File: src/rtl/hazard_ctrl.sv
// Pipeline hazard controller: memory-wait freeze, taken-branch flush, load-use stall and jump flush,
// with a memory-wait timeout monitor and saturating stall/flush performance counters.
module hazard_ctrl (
   input  logic        clk,
   input  logic        reset,
   input  logic [4:0]  ID_rs,
   input  logic [4:0]  ID_rt,
   input  logic        ID_UsesRt,
   input  logic        ID_Jump,
   input  logic        EX_MemRead,
   input  logic [4:0]  EX_WriteReg,
   input  logic        EX_BranchTaken,
   input  logic        MEM_MemRead,
   input  logic        MEM_MemWrite,
   input  logic        mem_ready,
   output logic        PC_Stall,
   output logic        IF_ID_Stall,
   output logic        ID_EX_Stall,
   output logic        EX_MEM_Stall,
   output logic        IF_ID_Flush,
   output logic        ID_EX_Flush,
   output logic        MEM_WB_Flush,
   output logic        mem_timeout,
   output logic [15:0] stall_count,
   output logic [15:0] flush_count,
   output logic        fsm_state
);

   typedef enum logic {RUN = 1'b0, MEM_WAIT = 1'b1} state_t;

   state_t     state;
   logic [7:0] wait_cnt;
   logic       mem_busy;
   logic       load_use;

   assign mem_busy  = (MEM_MemRead | MEM_MemWrite) & ~mem_ready;
   assign load_use  = EX_MemRead & (EX_WriteReg != 5'd0) &
                      ((EX_WriteReg == ID_rs) | (ID_UsesRt & (EX_WriteReg == ID_rt)));
   assign fsm_state = (state == MEM_WAIT);

   // Priority: reset bubble, memory freeze, taken branch, load-use, jump.
   always_comb begin
      PC_Stall     = 1'b0;
      IF_ID_Stall  = 1'b0;
      ID_EX_Stall  = 1'b0;
      EX_MEM_Stall = 1'b0;
      IF_ID_Flush  = 1'b0;
      ID_EX_Flush  = 1'b0;
      MEM_WB_Flush = 1'b0;
      if (!reset) begin
         IF_ID_Flush = 1'b1;
         ID_EX_Flush = 1'b1;
      end else if (mem_busy) begin
         PC_Stall     = 1'b1;
         IF_ID_Stall  = 1'b1;
         ID_EX_Stall  = 1'b1;
         EX_MEM_Stall = 1'b1;
         MEM_WB_Flush = 1'b1;
      end else if (EX_BranchTaken) begin
         IF_ID_Flush = 1'b1;
         ID_EX_Flush = 1'b1;
      end else if (load_use) begin
         PC_Stall    = 1'b1;
         IF_ID_Stall = 1'b1;
         ID_EX_Flush = 1'b1;
      end else if (ID_Jump) begin
         IF_ID_Flush = 1'b1;
      end
   end

   always_ff @(posedge clk) begin
      if (!reset) begin
         state       <= RUN;
         wait_cnt    <= 8'd0;
         mem_timeout <= 1'b0;
         stall_count <= 16'd0;
         flush_count <= 16'd0;
      end else begin
         case (state)
            RUN: begin
               if (mem_busy) begin
                  state    <= MEM_WAIT;
                  wait_cnt <= 8'd0;
               end
            end
            MEM_WAIT: begin
               if (!mem_busy) begin
                  state <= RUN;
               end else begin
                  // Timeout only flags the error; the freeze keeps holding the pipeline.
                  if (wait_cnt == 8'hFF) mem_timeout <= 1'b1;
                  else                   wait_cnt    <= wait_cnt + 8'd1;
               end
            end
            default: state <= RUN;
         endcase
         if (PC_Stall && (stall_count != 16'hFFFF))
            stall_count <= stall_count + 16'd1;
         if ((IF_ID_Flush || ID_EX_Flush) && (flush_count != 16'hFFFF))
            flush_count <= flush_count + 16'd1;
      end
   end

endmodule

File: config.mk
export PLATFORM = sky130hd
export DESIGN_NAME = hazard_ctrl
export DESIGN_NICKNAME = d
export VERILOG_FILES = /design/src/rtl/hazard_ctrl.sv
export SDC_FILE = /design/constraint.sdc
export NUM_CORES = 1
export LEC_CHECK = 0
export ABC_AREA = 1
export BUFFER_PORTS_ARGS = -buffer_cell sky130_fd_sc_hd__buf_2
export CAP_MARGIN = 0
export CORE_MARGIN = 2
export CORE_UTILIZATION = 40
export CTS_CLUSTER_SIZE = 10
export DETAILED_ROUTE_END_ITERATION = 6
export PLACE_DENSITY_LB_ADDON = 0.12
export SLEW_MARGIN = 20
export SYNTH_ARGS = -nofsm -noshare
export SYNTH_HDL_FRONTEND = slang
export SYNTH_SLANG_ARGS = --single-unit
File: constraint.sdc
create_clock -name clk -period 2.5 [get_ports clk]
set_input_delay 0.75 -clock clk [delete_from_list [all_inputs] [get_ports clk]]
set_output_delay 0.75 -clock clk [all_outputs]
set_load 0.01 [all_outputs]
==> results.sh, run 1 <==
export IMPL_design_core_area_mm2=0.006350
export IMPL_dieArea_mm2=0.007262
export IMPL_finalWirelength_um=5857
export IMPL_drcViolationCount=0
export IMPL_portBuffers=64
export IMPL_final_area_mm2=0.003169
export IMPL_layout_common_cells="94 x sky130_fd_sc_hd__nand2_1, 62 x sky130_fd_sc_hd__buf_2, 42 x sky130_fd_sc_hd__dfxtp_1"
export IMPL_crit_path_start_kind="input port"
export IMPL_maxSlewHeadroom=0.6280
export IMPL_num_vias=2510
export IMPL_finalWeightedCongestion=0.8345
export IMPL_finalCritPeriodShare=0.9663
export IMPL_timing_critical_path_to_type="primary output"
export IMPL_area_growth_syn_to_layout_pct=20.10
export IMPL_ctsHtreeMaxLevel=2
export IMPL_max_cap_violations=0
export IMPL_vias_per_cell=4.799
export IMPL_fill_cells=657
export IMPL_layout_drive_gt1_share=0.2937
export IMPL_fin_crit_ns=2.416
export IMPL_placement_setup_worst_slack_ns=0.07144
export IMPL_tightest_slew_ns=0.5543
export IMPL_post_route_worst_setup_slack_ns=0.08421
export IMPL_clock_tree_from_tritoncts="done"
export IMPL_worst_setup_hold_path_clk_slew_ns=0.08
export IMPL_antenna_violating_nets_post_route=0
export IMPL_ctsRootBufferMaster="sky130_fd_sc_hd__clkbuf_8"
export IMPL_synth_enable_flop_cells=0
export IMPL_share_of_synthesized_area_occupied_by_flip_flops_and_latches=0.3186
export IMPL_post_cts_hold_buffer_count=0
export IMPL_ys_types=32
export IMPL_synth_nets=407
export IMPL_drtIter0Drc=83
export IMPL_initial_antenna_violation_count=0
export IMPL_max_clock_path_buffers=2
export IMPL_multi_input_area_mm2=0.001565
export IMPL_fraction_of_registers_with_async_set_reset=0
export IMPL_run_status="complete, no violations"
export IMPL_maxSlewViolCount=0
export IMPL_max_freq_ghz=0.4139
export IMPL_num_nets_final=472
export IMPL_dp_hpwl_um=4429
export IMPL_chipHeight_um=85.22
export IMPL_power_density_mw_per_mm2=441.2
export IMPL_synthCells=380
export IMPL_fp_row_count=29
export IMPL_synth_avg_cell_area_um2=6.944
export IMPL_synth_cell_area_mm2=0.002639
export IMPL_fin_skew_ns=0.008214
export IMPL_finalHoldViolCount=0
export IMPL_standard_cell_area_after_detailed_placement_mm2=0.003003
export IMPL_number_of_warnings_reported_in_the_yosys_synthesis_log=0
export IMPL_top_level_ports=65
export IMPL_wire_per_inst_um=11.20
export IMPL_finalSetupTns_ns=0
export IMPL_seqCellArea_um2=840.8
export IMPL_vdd_ir_drop_max_v=0.0004166
export IMPL_hold_path_class="reg2reg"
export IMPL_fp_dieW_um=85.22
export IMPL_timing_hold_ws_ns=0.4635
export IMPL_dr_pass1_iters=4
export IMPL_cp_arrival_ns=1.67
export IMPL_crit_path_required_time_ns=1.75
export IMPL_total_congestion_overflow=0
export IMPL_postSynth_topFlopCell="sky130_fd_sc_hd__dfxtp_1"
export IMPL_grt_pass1_vias=2313
export IMPL_clock_latency_ns=0.29
export IMPL_finalSetupViolations=0
export IMPL_type_of_the_setup_path_with_the_least_slack="in2out"
export IMPL_antennaDiodeCount=0
export IMPL_synth_seq_cells=42
export IMPL_static_leakage_power_nw=1.418
export IMPL_clkSinkCount=42
export IMPL_wire_length_of_the_first_global_routing_pass_um=10260
export IMPL_crit_path_max_fanout=3
export IMPL_start_util=0.4156
export IMPL_cts_inserted_buffers=5
export IMPL_grt_use_total=0.1693
export IMPL_layout_commonest_cell="sky130_fd_sc_hd__nand2_1"
export IMPL_pin_count_of_the_biggest_net_entering_global_routing=18
## flip-flops by register name, summed over array words and instances (netlist names)
name and count:
wait_cnt 8, fsm_state 1, mem_timeout 1, stall_count 16, flush_count 16
## path summary, 6_finish.rpt
path | start | to | slack, ns | cells after the start
max | EX_WriteReg[3] | IF_ID_Flush | 0.08 | 10
min | mem_timeout$_SDFFE_PN0P_ | mem_timeout$_SDFFE_PN0P_ | 0.46 | 2
max reg2reg | flush_count[0]$_SDFFE_PN0P_ | flush_count[4]$_SDFFE_PN0P_ | 0.51 | 9
min reg2reg | mem_timeout$_SDFFE_PN0P_ | mem_timeout$_SDFFE_PN0P_ | 0.46 | 2
## metal layers
metal / up-vias / track usage / wire length, µm
met2: 35 / 0.2891 / 2837
met4: 0 / 0.03896 / 32
met3: 2 / 0.03988 / 220
met5: - / 0 / 0
met1: 1125 / 0.2165 / 2767
li1: 1348 / - / -
## what timing repair did
action	4_1_cts	5_1_grt
endpoints found under the setup margin	0	4
buffers inserted	0	1
endpoints found under the hold margin	0	0
gates resized for setup	0	12
## synthesized netlist by cell type (all sizes together), types with 3 or more instances
master / count / area [µm²]
nand2: 103 / 419.2
nor2: 34 / 145.1
clkbuf: 3 / 11.26
buf: 11 / 96.34
nand3: 45 / 270.3
nor3b: 3 / 22.52
a21oi: 34 / 207.7
xnor2: 6 / 52.55
nor3: 10 / 60.06
xor2: 21 / 183.9
nand4: 4 / 25.02
dfxtp: 42 / 840.8
ha: 3 / 37.54
inv: 46 / 172.7
nor4: 6 / 43.79
o21ai: 7 / 35.03
## cells by family (layout without fill, tap and decap cells)
| family | Yosys count | after routing | share of synthesized area |
|---|---|---|---|
| XOR/XNOR | 27 | 27 | 0.08962 |
| AO/OA/AOI/OAI | 42 | 42 | 0.09483 |
| AND/OR/NAND/NOR | 206 | 206 | 0.3765 |
| flip-flops | 42 | 42 | 0.3186 |
| buffers and inverters | 60 | 126 | 0.1062 |
| adder cells (fa/ha/maj) | 3 | 3 | 0.01423 |
## power breakdown
group          switching (mW)  leakage, nW  internal, mW
clock                   0.241       0.0579         0.294
combinational           0.104         1.02        0.0683
sequential             0.0119        0.340         0.679
## area by class of cell
class                      count  share of cell area
timing repair buffer          72              0.1216
clock buffer                   5             0.02171
multi-input combinational    278              0.4939
sequential                    42              0.2653
tap                           77             0.03040
clock inverter                 3             0.01263
inverter                      46             0.05448
## worst max-delay path, cell delays in order
cell                      delay (ns)
sky130_fd_sc_hd__buf_4          0.12
sky130_fd_sc_hd__nand2_1        0.06
sky130_fd_sc_hd__nand2_1        0.04
sky130_fd_sc_hd__nor2_1         0.14
sky130_fd_sc_hd__nand3_2        0.11
sky130_fd_sc_hd__nand2_4        0.09
sky130_fd_sc_hd__nand3_4        0.10
sky130_fd_sc_hd__nand3_4        0.10
sky130_fd_sc_hd__inv_1          0.04
sky130_fd_sc_hd__buf_2          0.12
## stage by stage
step	util	std cells	power [mW]
6_report	0.4991	523	1.398
5_1_grt	0.4991	523	1.471
4_1_cts	0.4900	522	1.409
3_5_place_dp	0.4729	514	0.8703
3_3_place_gp	0.4729	514	0.8686
2_1_floorplan	-	380	0.8194
Power figures use the tool's default switching activity.
==> run 2: changes to the inputs <==
--- a/config.mk
+++ b/config.mk
@@ -15,2 +15,3 @@
 export PLACE_DENSITY_LB_ADDON = 0.12
+export REMOVE_ABC_BUFFERS = 1
 export SLEW_MARGIN = 20
==> constraint.sdc (replaced) <==
create_clock -name clk -period 2.5 [get_ports clk]
set_input_delay 0.5 -clock clk [delete_from_list [all_inputs] [get_ports clk]]
set_output_delay 0.5 -clock clk [all_outputs]
set_load 0.01 [all_outputs]
==> run 2 against run 1 <==
- sequential share of layout area is 0.80 points higher
- total power decreased by 1.7%
- clock skew up 0.0027 ns
- register-to-register slack worse by 0.03 ns
- maximum frequency increased by 19%
- critical endpoint is now flush_count[14]$_SDFFE_PN0P_
- non-clock buffer count decreased by 5
- combinational power fell by 9%
- critical path depth shrank 1
- global-route usage fell by 0.54 points
- via count down 0.88%
- largest cell class unchanged
- sequential power about the same
==> results.sh, run 2 (same netlist as run 1, synthesis figures left out) <==
export IMPL_crit_path_start_kind="register"
export IMPL_maxSlewHeadroom=0.6141
export IMPL_cell_internal_pwr_mw=1.036
export IMPL_num_nets_final=467
export IMPL_worst_path_buf_inv=0
export IMPL_antenna_violating_nets_post_route=0
export IMPL_max_clock_path_buffers=2
export IMPL_ctsHtreeMaxLevel=2
export IMPL_critical_path_most_common_cell="sky130_fd_sc_hd__nand2_1"
export IMPL_cp_slowest_stage_delay_ns=0.42
export IMPL_start_util=0.4156
export IMPL_finalCritPeriodShare=0.8089
export IMPL_num_vias=2488
export IMPL_ctsRootBufferMaster="sky130_fd_sc_hd__clkbuf_8"
export IMPL_post_route_worst_setup_slack_ns=0.4778
export IMPL_finalWirelength_um=5820
export IMPL_maxSlewViolCount=0
export IMPL_largestRegisters="flush_count (16), stall_count (16), wait_cnt (8)"
export IMPL_cp_arrival_ns=2.25
export IMPL_layout_drive_gt1_share=0.2653
export IMPL_switching_share=0.2458
export IMPL_p_comb_frac=0.113
export IMPL_max_cap_violations=0
export IMPL_timing_hold_worst_path_depth=2
export IMPL_fin_crit_ns=2.022
export IMPL_final_area_mm2=0.003077
export IMPL_clock_latency_ns=0.29
export IMPL_portBuffers=64
export IMPL_vias_per_cell=4.803
export IMPL_ff2ff_path_depth=9
export IMPL_hold_path_class="reg2reg"
export IMPL_cts_inserted_buffers=5
export IMPL_worstHoldStart="mem_timeout$_SDFFE_PN0P_"
export IMPL_finalWeightedCongestion=0.8056
export IMPL_pin_count_of_the_biggest_net_entering_global_routing=28
export IMPL_crit_path_required_time_ns=2.73
export IMPL_crit_family="simple AND/OR/NAND/NOR gates"
export IMPL_dr_pass1_iters=4
export IMPL_layout_commonest_cell="sky130_fd_sc_hd__nand2_1"
export IMPL_drcViolationCount=0
export IMPL_clock_tree_from_tritoncts="done"
export IMPL_top_level_ports=65
export IMPL_chipHeight_um=85.22
export IMPL_type_of_the_setup_path_with_the_least_slack="reg2reg"
export IMPL_power_density_mw_per_mm2=446.5
export IMPL_area_growth_syn_to_layout_pct=16.60
export IMPL_seqPwrFrac=0.502
export IMPL_fp_dieW_um=85.22
export IMPL_finalSetupTns_ns=0
export IMPL_total_congestion_overflow=0
export IMPL_worst_r2r_setup_slack_ns=0.48
export IMPL_total_switching_power_uw=337.7
export IMPL_grt_pass1_vias=2260
export IMPL_dieArea_mm2=0.007262
export IMPL_vdd_ir_drop_max_v=0.0002976
export IMPL_standard_cell_area_after_detailed_placement_mm2=0.002970
export IMPL_layout_common_cells="94 x sky130_fd_sc_hd__nand2_1, 64 x sky130_fd_sc_hd__buf_2, 42 x sky130_fd_sc_hd__dfxtp_1"
export IMPL_post_cts_hold_buffer_count=0
export IMPL_worst_r2r_startpoint="flush_count[0]$_SDFFE_PN0P_"
export IMPL_p_clk_frac=0.385
export IMPL_cts_resized_gates=0
export IMPL_clkSinkCount=42
export IMPL_crit_path_max_fanout=16
export IMPL_wire_length_of_the_first_global_routing_pass_um=9887
export IMPL_initial_antenna_violation_count=0
export IMPL_finalSetupViolations=0
export IMPL_fp_row_count=29
export IMPL_crit_path_slowest_cell="sky130_fd_sc_hd__dfxtp_1"
export IMPL_crit_reg2reg_capture="flush_count[14]$_SDFFE_PN0P_"
export IMPL_timing_critical_path_to_type="register"
export IMPL_fin_skew_ns=0.01095
export IMPL_static_leakage_power_nw=1.382
export IMPL_worst_setup_hold_path_clk_slew_ns=0.08
export IMPL_path_cells="ha_1 -> nand2_1 -> nor3_2 -> nand2_1 -> nor2_4 -> nand2_4 -> nand2_2 -> nand2_1 -> a21oi_2"
export IMPL_run_status="complete, no violations"
export IMPL_wire_per_inst_um=11.24
export IMPL_fill_cells=665
export IMPL_drtIter0Drc=59
export IMPL_dp_hpwl_um=4298
export IMPL_design_core_area_mm2=0.006350
export IMPL_antennaDiodeCount=0
export IMPL_grt_use_total=0.1639
export IMPL_placement_setup_worst_slack_ns=0.4776
export IMPL_setup_repair_after_global_routing_missed_its_margin="false"
export IMPL_finalHoldViolCount=0
export IMPL_tightest_slew_ns=0.5749
export IMPL_cts_setup_buffers=0
export IMPL_hold_ep="mem_timeout$_SDFFE_PN0P_"
export IMPL_max_freq_ghz=0.4945
## run 2: cell type report
class,instances,area (µm²),area share
multi-input cells,278,1518,0.4933
flip-flops and latches,42,840.8,0.2733
repair buffers,67,342.8,0.1114
inverters,46,172.7,0.05612
well taps,77,96.34,0.03131
clock buffers,7,76.32,0.02481
clock inverters,1,30.03,0.009760
## run 2: how the worst max path moves through the flow
stage | slack (ns) | endpoint | depth (start not counted) | startpoint
after global placement | 0.47 | flush_count[4]$_SDFFE_PN0P_ | 11 | EX_WriteReg[2]
after CTS | 0.46 | flush_count[4]$_SDFFE_PN0P_ | 9 | flush_count[0]$_SDFFE_PN0P_
final | 0.48 | flush_count[14]$_SDFFE_PN0P_ | 9 | flush_count[0]$_SDFFE_PN0P_
after detailed placement | 0.48 | flush_count[14]$_SDFFE_PN0P_ | 10 | mem_ready
after floorplan | 0.28 | stall_count[3]$_SDFFE_PN0P_ | 8 | reset
after global routing | 0.23 | flush_count[5]$_SDFFE_PN0P_ | 9 | flush_count[0]$_SDFFE_PN0P_
## run 2: per-stage QoR
step           utilization  instances  power, mW  hold slack, ns
2_1_floorplan            -        366     0.8002          0.4475
3_3_place_gp        0.4678        510     0.8610          0.4363
3_5_place_dp        0.4678        510     0.8627          0.4474
4_1_cts             0.4845        518      1.398          0.4716
5_1_grt             0.4845        518      1.440          0.4902
6_report            0.4845        518      1.374          0.4695
## run 2: power groups by stage
stage          clock [mW]  combinational (mW)  sequential (mW)
6_report            0.528               0.156            0.690
5_1_grt             0.572               0.177            0.691
4_1_cts             0.551               0.158            0.689
3_5_place_dp            0               0.157            0.705
3_3_place_gp            0               0.156            0.705
2_1_floorplan           0              0.0927            0.707
## run 2: tightest hold or removal path: stages (launching register included)
cell and delay (ns):
sky130_fd_sc_hd__dfxtp_1 0.33, sky130_fd_sc_hd__nand2_1 0.05, sky130_fd_sc_hd__o21ai_0 0.06
## run 2: routing by layer
layer / global-route usage / routed length (µm) / vias up
li1: - / - / 1332
met1: 0.2186 / 2907 / 1098
met2: 0.2685 / 2595 / 47
met3: 0.03016 / 225 / 11
met4: 0.05195 / 91 / 0
met5: 0 / 0 / -
